## src/rtl/lut_pkg.sv

```systemverilog
// Package for the branch-target LUT bank.
// Holds the write FSM state encoding, the byte width constant and helpers
// that size the byte assembler from the target width.
package lut_pkg;

    localparam int BYTE_W = 8;

    typedef enum logic [1:0] {
        IDLE    = 2'd0,
        COLLECT = 2'd1,
        COMMIT  = 2'd2
    } wr_state_e;

    // Bytes needed to hold a w-bit target.
    function automatic int nbytes(input int w);
        return (w + BYTE_W - 1) / BYTE_W;
    endfunction

    // Width of a counter that can reach nb.
    function automatic int cnt_width(input int nb);
        return (nb < 1) ? 1 : $clog2(nb + 1);
    endfunction

endpackage

```

## src/rtl/lut_byte_assembler.sv

```systemverilog
// Byte assembler for LUT entry writes.
// Collects bytes most significant first into a shift register and counts them.
// Ports:
//   clk_i    clock
//   rst_ni   synchronous active-low reset
//   clear_i  drop the partial entry and zero the counter
//   load_i   first byte of an entry: restart the register with byte_i
//   shift_i  further byte: shift left by one byte and append byte_i
//   byte_i   incoming data byte
//   data_o   low W bits of the assembled entry
//   cnt_o    bytes collected so far
//   full_o   all NB bytes collected
module lut_byte_assembler
    import lut_pkg::*;
#(
    parameter int W  = 10,
    parameter int NB = nbytes(W),
    parameter int CW = cnt_width(NB)
) (
    input  logic              clk_i,
    input  logic              rst_ni,
    input  logic              clear_i,
    input  logic              load_i,
    input  logic              shift_i,
    input  logic [BYTE_W-1:0] byte_i,
    output logic [W-1:0]      data_o,
    output logic [CW-1:0]     cnt_o,
    output logic              full_o
);

    localparam int SRW = NB * BYTE_W;

    logic [SRW-1:0] sr_q, sr_d;
    logic [CW-1:0]  cnt_q, cnt_d;

    always_comb begin
        sr_d  = sr_q;
        cnt_d = cnt_q;
        if (clear_i) begin
            sr_d  = '0;
            cnt_d = '0;
        end else if (load_i) begin
            sr_d  = SRW'(byte_i);
            cnt_d = CW'(1);
        end else if (shift_i) begin
            sr_d  = (sr_q << BYTE_W) | SRW'(byte_i);
            cnt_d = cnt_q + CW'(1);
        end
    end

    always_ff @(posedge clk_i) begin
        if (!rst_ni) begin
            sr_q  <= '0;
            cnt_q <= '0;
        end else begin
            sr_q  <= sr_d;
            cnt_q <= cnt_d;
        end
    end

    // Excess high bits of the first byte fall off here.
    assign data_o = sr_q[W-1:0];
    assign cnt_o  = cnt_q;
    assign full_o = (cnt_q == CW'(NB));

endmodule

```

## src/rtl/lut_stream_bank.sv

```systemverilog
// Branch-target LUT bank: 2**A entries of W-bit targets with per-entry valid
// bits. Entries are written byte-serially (MSB first) from the accumulator and
// read through a registered port by the PC-update logic.
// Optional feature macro: LUT_FWD_EN (forward a committing entry to a
// same-address read in the commit cycle).
// Ports:
//   clk         clock, all state on rising edge
//   Reset       synchronous active-low reset
//   Write_En    write transaction active; dropping it mid-transaction aborts
//   Wr_Addr     entry index, sampled with the first byte
//   Byte_in     data byte
//   Byte_Valid  Byte_in valid this cycle
//   Inval_All   clear every valid bit
//   Rd_En       read request
//   Rd_Addr     read index
//   Target      registered read data
//   Hit         registered "entry was valid"
//   Target_Vld  Target/Hit updated this cycle
//   Wr_Busy     write FSM not idle
//   Wr_Done     pulse after a successful commit
//   Err         pulse after an aborted or discarded write
//   Dbg_State   current write FSM state
// Handshake: a byte is accepted on any rising edge where Write_En and
// Byte_Valid are both high and the FSM is in IDLE or COLLECT; there is no
// back-pressure, so the source must not present bytes during COMMIT.
module lut_stream_bank
    import lut_pkg::*;
#(
    parameter int W = 10,
    parameter int A = 4
) (
    input  logic              clk,
    input  logic              Reset,
    input  logic              Write_En,
    input  logic [A-1:0]      Wr_Addr,
    input  logic [BYTE_W-1:0] Byte_in,
    input  logic              Byte_Valid,
    input  logic              Inval_All,
    input  logic              Rd_En,
    input  logic [A-1:0]      Rd_Addr,
    output logic [W-1:0]      Target,
    output logic              Hit,
    output logic              Target_Vld,
    output logic              Wr_Busy,
    output logic              Wr_Done,
    output logic              Err,
    output logic [1:0]        Dbg_State
);

    localparam int NB    = nbytes(W);
    localparam int CW    = cnt_width(NB);
    localparam int DEPTH = 2 ** A;

    wr_state_e        state_q, state_d;
    logic [A-1:0]     addr_q, addr_d;
    logic [DEPTH-1:0] valid_q, valid_d;
    logic [W-1:0]     mem [DEPTH];

    logic [W-1:0]     tgt_q, tgt_d;
    logic             hit_q, hit_d;
    logic             tvld_q, tvld_d;
    logic             done_q, done_d;
    logic             err_q, err_d;

    logic             asm_clear, asm_load, asm_shift;
    logic [W-1:0]     asm_data;
    logic [CW-1:0]    asm_cnt;
    logic             asm_full;
    logic             mem_we;

    lut_byte_assembler #(.W(W), .NB(NB), .CW(CW)) u_asm (
        .clk_i   (clk),
        .rst_ni  (Reset),
        .clear_i (asm_clear),
        .load_i  (asm_load),
        .shift_i (asm_shift),
        .byte_i  (Byte_in),
        .data_o  (asm_data),
        .cnt_o   (asm_cnt),
        .full_o  (asm_full)
    );

    // Write FSM next state and commit control.
    always_comb begin
        state_d   = state_q;
        addr_d    = addr_q;
        asm_clear = 1'b0;
        asm_load  = 1'b0;
        asm_shift = 1'b0;
        mem_we    = 1'b0;
        done_d    = 1'b0;
        err_d     = 1'b0;
        unique case (state_q)
            IDLE: begin
                if (Write_En && Byte_Valid) begin
                    asm_load = 1'b1;
                    addr_d   = Wr_Addr;
                    state_d  = (NB == 1) ? COMMIT : COLLECT;
                end
            end
            COLLECT: begin
                if (!Write_En) begin
                    asm_clear = 1'b1;
                    err_d     = 1'b1;
                    state_d   = IDLE;
                end else if (Byte_Valid) begin
                    asm_shift = 1'b1;
                    if (asm_cnt == CW'(NB - 1)) begin
                        state_d = COMMIT;
                    end
                end
            end
            COMMIT: begin
                state_d = IDLE;
                // Invalidate wins over the commit: the entry is dropped.
                if (Inval_All) begin
                    err_d = 1'b1;
                end else if (asm_full) begin
                    mem_we = 1'b1;
                    done_d = 1'b1;
                end
            end
            default: state_d = IDLE;
        endcase
    end

    always_comb begin
        valid_d = valid_q;
        if (Inval_All) begin
            valid_d = '0;
        end else if (mem_we) begin
            valid_d[addr_q] = 1'b1;
        end
    end

    // Read port. valid_q/mem are the pre-edge contents, so a read alongside
    // Inval_All or a commit sees the old table unless forwarding is enabled.
    always_comb begin
        tgt_d  = tgt_q;
        hit_d  = hit_q;
        tvld_d = Rd_En;
        if (Rd_En) begin
`ifdef LUT_FWD_EN
            if (mem_we && (Rd_Addr == addr_q)) begin
                tgt_d = asm_data;
                hit_d = 1'b1;
            end else
`endif
            if (valid_q[Rd_Addr]) begin
                tgt_d = mem[Rd_Addr];
                hit_d = 1'b1;
            end else begin
                tgt_d = '0;
                hit_d = 1'b0;
            end
        end
    end

    always_ff @(posedge clk) begin
        if (!Reset) begin
            state_q <= IDLE;
            addr_q  <= '0;
            valid_q <= '0;
            tgt_q   <= '0;
            hit_q   <= 1'b0;
            tvld_q  <= 1'b0;
            done_q  <= 1'b0;
            err_q   <= 1'b0;
        end else begin
            state_q <= state_d;
            addr_q  <= addr_d;
            valid_q <= valid_d;
            tgt_q   <= tgt_d;
            hit_q   <= hit_d;
            tvld_q  <= tvld_d;
            done_q  <= done_d;
            err_q   <= err_d;
        end
    end

    // Data array has no reset; Reset only blocks a pending commit.
    always_ff @(posedge clk) begin
        if (mem_we && Reset) begin
            mem[addr_q] <= asm_data;
        end
    end

    assign Target     = tgt_q;
    assign Hit        = hit_q;
    assign Target_Vld = tvld_q;
    assign Wr_Busy    = (state_q != IDLE);
    assign Wr_Done    = done_q;
    assign Err        = err_q;
    assign Dbg_State  = state_q;

endmodule

```

## config.mk

```make
export PLATFORM = sky130hd
export DESIGN_NAME = lut_stream_bank
export DESIGN_NICKNAME = d
export VERILOG_FILES = /design/src/rtl/lut_pkg.sv /design/src/rtl/lut_byte_assembler.sv /design/src/rtl/lut_stream_bank.sv
export SDC_FILE = /design/constraint.sdc
export NUM_CORES = 1
export LEC_CHECK = 0
export CAP_MARGIN = 10
export CORE_MARGIN = 2
export CORE_UTILIZATION = 60
export DETAILED_ROUTE_END_ITERATION = 8
export PLACE_DENSITY_LB_ADDON = 0.15
export SYNTH_ARGS = -nofsm -noshare
export SYNTH_HDL_FRONTEND = slang
export SYNTH_SLANG_ARGS = --single-unit
```

## constraint.sdc

```tcl
create_clock -name clk -period 5.4 [get_ports clk]
set_clock_uncertainty 0.2 [all_clocks]
set_input_delay 0.81 -clock clk [delete_from_list [all_inputs] [get_ports clk]]
set_output_delay 0.81 -clock clk [all_outputs]
set_load 0.01 [all_outputs]
```

==> results of run 1 <==
[through the flow]
| stage | instance area [um^2] | total power, W | setup slack [ps] | hold slack (ps) |
|---|---|---|---|---|
| floorplan | 8213 | 0.001866 | 2915 | 228.4 |
| global placement | 8665 | 0.001909 | 2093 | 237.2 |
| detailed placement | 8665 | 0.001913 | 1989 | 241.6 |
| CTS | 9293 | 0.003227 | 2424 | 254.7 |
| global route | 9293 | 0.003295 | 2236 | 271.6 |
| finish | 9293 | 0.003214 | 2435 | 251.9 |
[registers in the layout, summed over array words and instances (netlist names)]
register / flops
mem: 160
u_asm.cnt_o: 2
Target_Vld: 1
Wr_Done: 1
Target: 10
Hit: 1
addr_q: 4
u_asm.sr_q: 10
Dbg_State: 2
valid_q: 16
Err: 1
[placed cells by master, fill, tap and decap left out, types with 4 or more instances in the layout]
master           netlist  routed
clkdlybuf4s50_1        0      35
mux4_2                43      43
o21ai_2               10      10
edfxtp_1             160     160
clkbuf_8               0       4
mux2_2                10      10
inv_1                  6       6
dfxtp_1               48      48
clkbuf_16              0      21
a31oi_1                5       5
a21oi_1               25      25
nand2_1               39      39
mux2i_1               24      24
clkbuf_1              12       7
ha_1                   6       6
nor2_1                41      41
nor2b_1                9       9
[cell type report]
class | count | area [um^2]
sequential | 208 | 5766
fill | 833 | 4003
multi-input combinational | 249 | 2268
clock buffer | 32 | 606.8
timing repair buffer | 41 | 387.9
tap | 176 | 220.2
inverter | 6 | 22.52
clock inverter | 4 | 21.27
[critical path, delay by kind of cell, from the launching register on]
family	cells	cell delay, ps
flops	1	450
fa+ha+maj	1	310
buf+inv	3	720
[final timing paths]
path                            endpoint  slack, ps  cells after the start
setup / recovery                 Wr_Busy       2440                      4
setup reg to reg    mem[12][8]$_DFFE_PP_       2740                      5
hold reg to reg   Target[4]$_SDFFE_PN0P_        250                      2
hold / removal    Target[4]$_SDFFE_PN0P_        250                      2
[metal layers]
| layer | vias to the layer above | part of all wire | global-route usage |
|---|---|---|---|
| li1 | 1957 | - | - |
| met1 | 2204 | 0.41 | 0.3263 |
| met2 | 172 | 0.51 | 0.3883 |
| met3 | 35 | 0.053 | 0.03195 |
| met4 | 0 | 0.024 | 0.07340 |
| met5 | - | 0 | 0 |
[cell families after synthesis]
logic type	count (synthesis)	share of synthesized area
DFF	208	0.7020
and+or+nand+nor	110	0.06002
muxes	78	0.1641
AOI/OAI and AO/OA	55	0.04296
buffers and inverters	34	0.02178
adders and majority gates	6	0.009141
[power by group through the flow]
| stage | Combinational, W | Sequential (W) | Clock (W) |
|---|---|---|---|
| 3_5_place_dp | 0.000134 | 0.00178 | 0 |
| 5_1_grt | 0.000145 | 0.00175 | 0.00140 |
| 6_report | 0.000134 | 0.00174 | 0.00134 |
| 3_3_place_gp | 0.000131 | 0.00178 | 0 |
| 2_1_floorplan | 0.0000993 | 0.00177 | 0 |
| 4_1_cts | 0.000135 | 0.00174 | 0.00135 |
==> key figures, run 1 <==
Outcome
  – Status: completed

CTS
  – Worst-path clk slew: roughly 60 ps
  – CTS Root Cell: clkbuf_16
  – H-tree levels: 1
  – Clock sink count: 208
  – Count of hold-fix buffers inserted at cts: 0
  – Total CTS buffers: 21
  – Setup Fix Bufs, Post-CTS: 0
  – Post-CTS Resized: 0
  – Max clock buf depth: 3
  – TritonCTS clock tree: built
  – Worst-Skew Late Latency: 480 ps

Worst setup path
  – Crit-path max FO: 9
  – Most frequent CP cell: inv_1
  – Worst Setup Start Kind: flip-flop
  – Slowest cell on the critical path: clkdlybuf4s50_1
  – Crit Path Category: flip-flop to output pin
  – CP arrival: ~2000 ps
  – Crit path capture type: output pin
  – FF-to-FF Start: Dbg_State[0]$_SDFFE_PN0P_
  – Worst stage delay on the critical path: roughly 530 ps
  – Worst path required time: ~4400 ps
  – Worst setup path startpoint: Dbg_State[0]$_SDFFE_PN0P_
  – Crit path cell chain: inv_1, ha_1, inv_1, clkdlybuf4s50_1

Power and ir drop
  – Leakage: a little under 3 nW
  – Sw Ratio: 0.2040
  – Comb pwr share: 0.042
  – Peak supply drop: slightly below 0.0002 V
  – Power Dens Cells: 345.9 nW/um^2
  – Sequential power share: 0.543
  – Net switching power: ~0.00066 W
  – Clock network power share: 0.416
  – Pint: around 0.0026 W

Yosys
  – Commonest cells in the synthesized netlist: 160 x edfxtp_1, 48 x dfxtp_1, 43 x mux4_2
  – Synth Warn #: 0
  – Share of the synthesized area in the top cell type: 0.5850
  – Synth Register Bits: around 210
  – Count leader, synth: edfxtp_1
  – Cell variety after synth: 40
  – Post-Syn Area: a little over 8000 um^2
  – FFs w/ async S/R, synth: 0
  – Mean Syn Cell Area: about 17 um^2
  – Sequential fraction of the synthesis area: 0.7020
  – Synthesized Nets: a little over 500
  – Dominant synthesized flop cell: edfxtp_1
  – Post-synth EDFFs: 160
  – Syn Inst Count: approximately 490
  – Synth top area cells: edfxtp_1 59%, mux4_2 12%, dfxtp_1 12%
  – Leading area contributor after synthesis: edfxtp_1

Route
  – Router iterations before antenna repair: 7
  – Post-route ant nets: 0
  – Iteration-0 DRC Markers: 382
  – Routed WL: 16100 um
  – Via count of the routed design: 4368
  – Vias per inst: just over 6
  – DR DRC count: 0
  – Wire length per cell: around 22 um

Global routing
  – First-pass GRT wire length: about 26000 um
  – Largest net degree at the start of global routing: 45
  – Vias in the first global route: 4547
  – GRT Residual Overflow: 0
  – Global Route Usage Sum: 0.2339
  – Initial antenna violation count: 0

STA
  – Setup TNS: 0 ps
  – Slew Limit Headroom: 0.2511
  – Period utilisation layout: 0.5491
  – Final hold vios: 0
  – Slew @ Worst Pin: around 1100 ps
  – Post-layout minimum cycle time: roughly 3000 ps
  – Slew Limit Fails: 0
  – Fmax: approximately 340 MHz
  – Setup violators final: 0
  – RSZ-0062 raised after global routing: no

Floorplanning
  – Die extent in y: between 100 and 150 um
  – Die area: between 10000 and 15000 um^2
  – Initial Util: 0.6177
  – IO Count: 39
  – Core region area: between 10000 and 15000 um^2
  – Row count: 42
  – Chip Width: between 100 and 150 um

Hold path
  – Hold path start: Target[4]$_SDFFE_PN0P_
  – Min-delay worst type: flip-flop to flip-flop

Place
  – Placed cell count: around 700
  – Gpl congestion: roughly 0.80
  – Final HPWL from detailed placement: ~10000 um
  – IO buf count: 38

Job
  – Total of max-cap violations: 0

Finish
  – Area growth syn-to-layout: 13.15%
  – Final core utilization: 0.6989
  – Final non-filler cell total: between 700 and 800
  – Diodes inserted: 0
  – Layout cells sized above 1: 0.1796
  – Final net count: roughly 560
(Power assumes the default switching activity.)
==> run 2: changes to the inputs <==
==> constraint.sdc (replaced) <==
create_clock -name clk -period 2.8 [get_ports clk]
set_clock_uncertainty 0.2 [all_clocks]
set_input_delay 0.42 -clock clk [delete_from_list [all_inputs] [get_ports clk]]
set_output_delay 0.42 -clock clk [all_outputs]
set_load 0.01 [all_outputs]
==> key figures, run 2 (synthesized netlist as in run 1, its figures left out) <==
Route
  – Post-route ant nets: 0
  – Max layer used: met4
  – Router iterations before antenna repair: 4
  – Routed WL: 16280 um
  – Wire length per cell: between 20 and 25 um
  – Routed wl met2: roughly 8500 um
  – DR DRC count: 0
  – Metal-1 WL: roughly 6500 um
  – Via count of the routed design: ~4400
  – Iteration-0 DRC Markers: 428
  – Routed met3 length: approximately 850 um
  – Vias per inst: about 6.0

Worst setup path
  – Crit Path Category: flip-flop to output pin
  – Worst Setup Start Kind: flip-flop
  – FF-to-FF Start: Dbg_State[0]$_SDFFE_PN0P_
  – Crit path capture type: output pin
  – Worst setup path startpoint: Dbg_State[0]$_SDFFE_PN0P_
  – Worst R2R Path Depth: 6
  – Crit path capture: Wr_Busy
  – Worst path required time: roughly 2200 ps
  – CP arrival: around 1900 ps
  – FF-to-FF setup slack: 650 ps
  – R2r endpoint: mem[4][1]$_DFFE_PP_
  – Crit-path max FO: 9

CTS
  – Worst-path clk slew: around 60 ps
  – Max clock buf depth: 3
  – Setup Fix Bufs, Post-CTS: 0
  – TritonCTS clock tree: built
  – Clock sink count: between 200 and 250
  – Worst-Skew Late Latency: 470 ps
  – H-tree levels: 1
  – Post-CTS Resized: 0
  – Total CTS buffers: 21
  – CTS Root Cell: clkbuf_16
  – Count of hold-fix buffers inserted at cts: 0

Finish
  – Final core utilization: 0.7197
  – Largest regs: mem: 160 flops, valid_q: 16 flops
  – Multi-input logic area: ~2300 um^2
  – Diodes inserted: 0
  – Most frequent cells in the layout: 160 x edfxtp_1, 48 x dfxtp_1, 43 x mux4_2
  – Top reg by flops: mem
  – Area growth syn-to-layout: 16.50%
  – Largest register FFs: 160
  – Filler cell count: a little over 800
  – Final net count: roughly 580
  – Reg area: 5766 um^2
  – Final non-filler cell total: roughly 740
  – Leading cell type in the layout, fill and taps excluded: edfxtp_1
  – Layout cells sized above 1: 0.2139

Power and ir drop
  – Power Dens Cells: 682.8 nW/um^2
  – Comb pwr share: 0.041
  – Sequential power share: 0.515
  – Pint: around 0.0053 W
  – Sw Ratio: 0.1917
  – Peak supply drop: around 0.00046 V
  – Net switching power: roughly 0.0013 W
  – Leakage: between 3 and 4 nW
  – Clock network power share: 0.444

Global routing
  – Vias in the first global route: between 4000 and 5000
  – GRT Residual Overflow: 0
  – First-pass GRT wire length: ~26000 um
  – Initial antenna violation count: 0
  – Global Route Usage Sum: 0.2374
  – Largest net degree at the start of global routing: 41

STA
  – Setup violators final: 0
  – Slew Limit Fails: 0
  – Post-layout minimum cycle time: roughly 2500 ps
  – Period utilisation layout: 0.9033
  – Slew @ Worst Pin: around 730 ps
  – Slew Limit Headroom: 0.5132
  – Fmax: between 300 and 400 MHz
  – Setup TNS: 0 ps
  – RSZ-0062 raised after global routing: no
  – Final hold vios: 0

Floorplanning
  – Core region area: 13300 um^2
  – Die area: about 15000 um^2
  – Die extent in y: approximately 120 um
  – IO Count: 39
  – Row count: 42
  – Initial Util: 0.6177
  – Chip Width: around 120 um

Place
  – Gpl congestion: 0.8193
  – Final HPWL from detailed placement: 10320 um
  – Placed cell count: around 700
  – IO buf count: 38

Hold path
  – Min-delay worst type: flip-flop to flip-flop
  – Hold path start: Target[4]$_SDFFE_PN0P_

Outcome
  – Status: completed

Job
  – Total of max-cap violations: 0
-- run 2: changes by cell type in the layout (fill, tap and decap cells not counted) --
cell and delta:
buf_12 +2, buf_4 +19, bufinv_16 +5, clkbuf_1 -5, clkbuf_8 -4, clkinv_1 +3
clkinv_2 +1
-- run 2: worst min path at each step --
stage                                          end  slack (ps)  cells after the start
after floorplan           valid_q[11]$_SDFFE_PP0N_         230                      2
final                       Target[4]$_SDFFE_PN0P_         260                      2
after global placement      Target[2]$_SDFFE_PN0P_         240                      2
after global routing       valid_q[5]$_SDFFE_PP0N_         280                      2
after CTS                   Target[4]$_SDFFE_PN0P_         270                      2
after detailed placement   valid_q[5]$_SDFFE_PP0N_         250                      2
-- run 2: metal layers --
metal | global-route usage | vias up
li1 | - | 2009
met1 | 0.3134 | 2222
met2 | 0.4108 | 161
met3 | 0.03383 | 30
met4 | 0.07631 | 0
met5 | 0 | -
-- run 2: cell type report --
class                      count  area share
inverter                       6    0.002354
tap                          176     0.02302
multi-input combinational    249      0.2371
clock inverter                13     0.01962
clock buffer                  23     0.05571
timing repair buffer          62     0.05963
sequential                   208      0.6026
-- run 2: through the flow --
stage                     hold WS [ps]  total power [W]  setup slack, ps  cell area, um^2
after floorplan                  228.4         0.003599            560.8             8213
after global placement           237.0         0.003691            369.7             8847
after detailed placement         253.3         0.003697            315.2             8847
after CTS                        265.5         0.006568            265.7             9568
after global routing             278.2         0.006724            138.6             9568
final                            261.1         0.006533            270.8             9568
-- run 2: power groups by stage --
stage | logic, W | clock network [W] | registers, W
detailed placement | 0.000268 | 0 | 0.00343
floorplan | 0.000192 | 0 | 0.00341
finish | 0.000268 | 0.00290 | 0.00336
CTS | 0.000270 | 0.00293 | 0.00336
global placement | 0.000264 | 0 | 0.00343
global route | 0.000291 | 0.00307 | 0.00337
-- run 2: worst max-delay path, cell delays in order, from the launching register on --
cell	delay [ps]
dfxtp_1	430
inv_1	90
ha_1	310
inv_1	80
clkdlybuf4s50_1	530
==> run 3: changes to the inputs <==
--- a/config.mk
+++ b/config.mk
@@ -10,6 +10,7 @@
 export CORE_UTILIZATION = 60
 export DETAILED_ROUTE_END_ITERATION = 8
 export PLACE_DENSITY_LB_ADDON = 0.15
+export SLEW_MARGIN = 20
 export SYNTH_ARGS = -nofsm -noshare
 export SYNTH_HDL_FRONTEND = slang
 export SYNTH_SLANG_ARGS = --single-unit
==> results of run 3 <==
No change in the layout: final DEF, timing and power equal those of run 2.
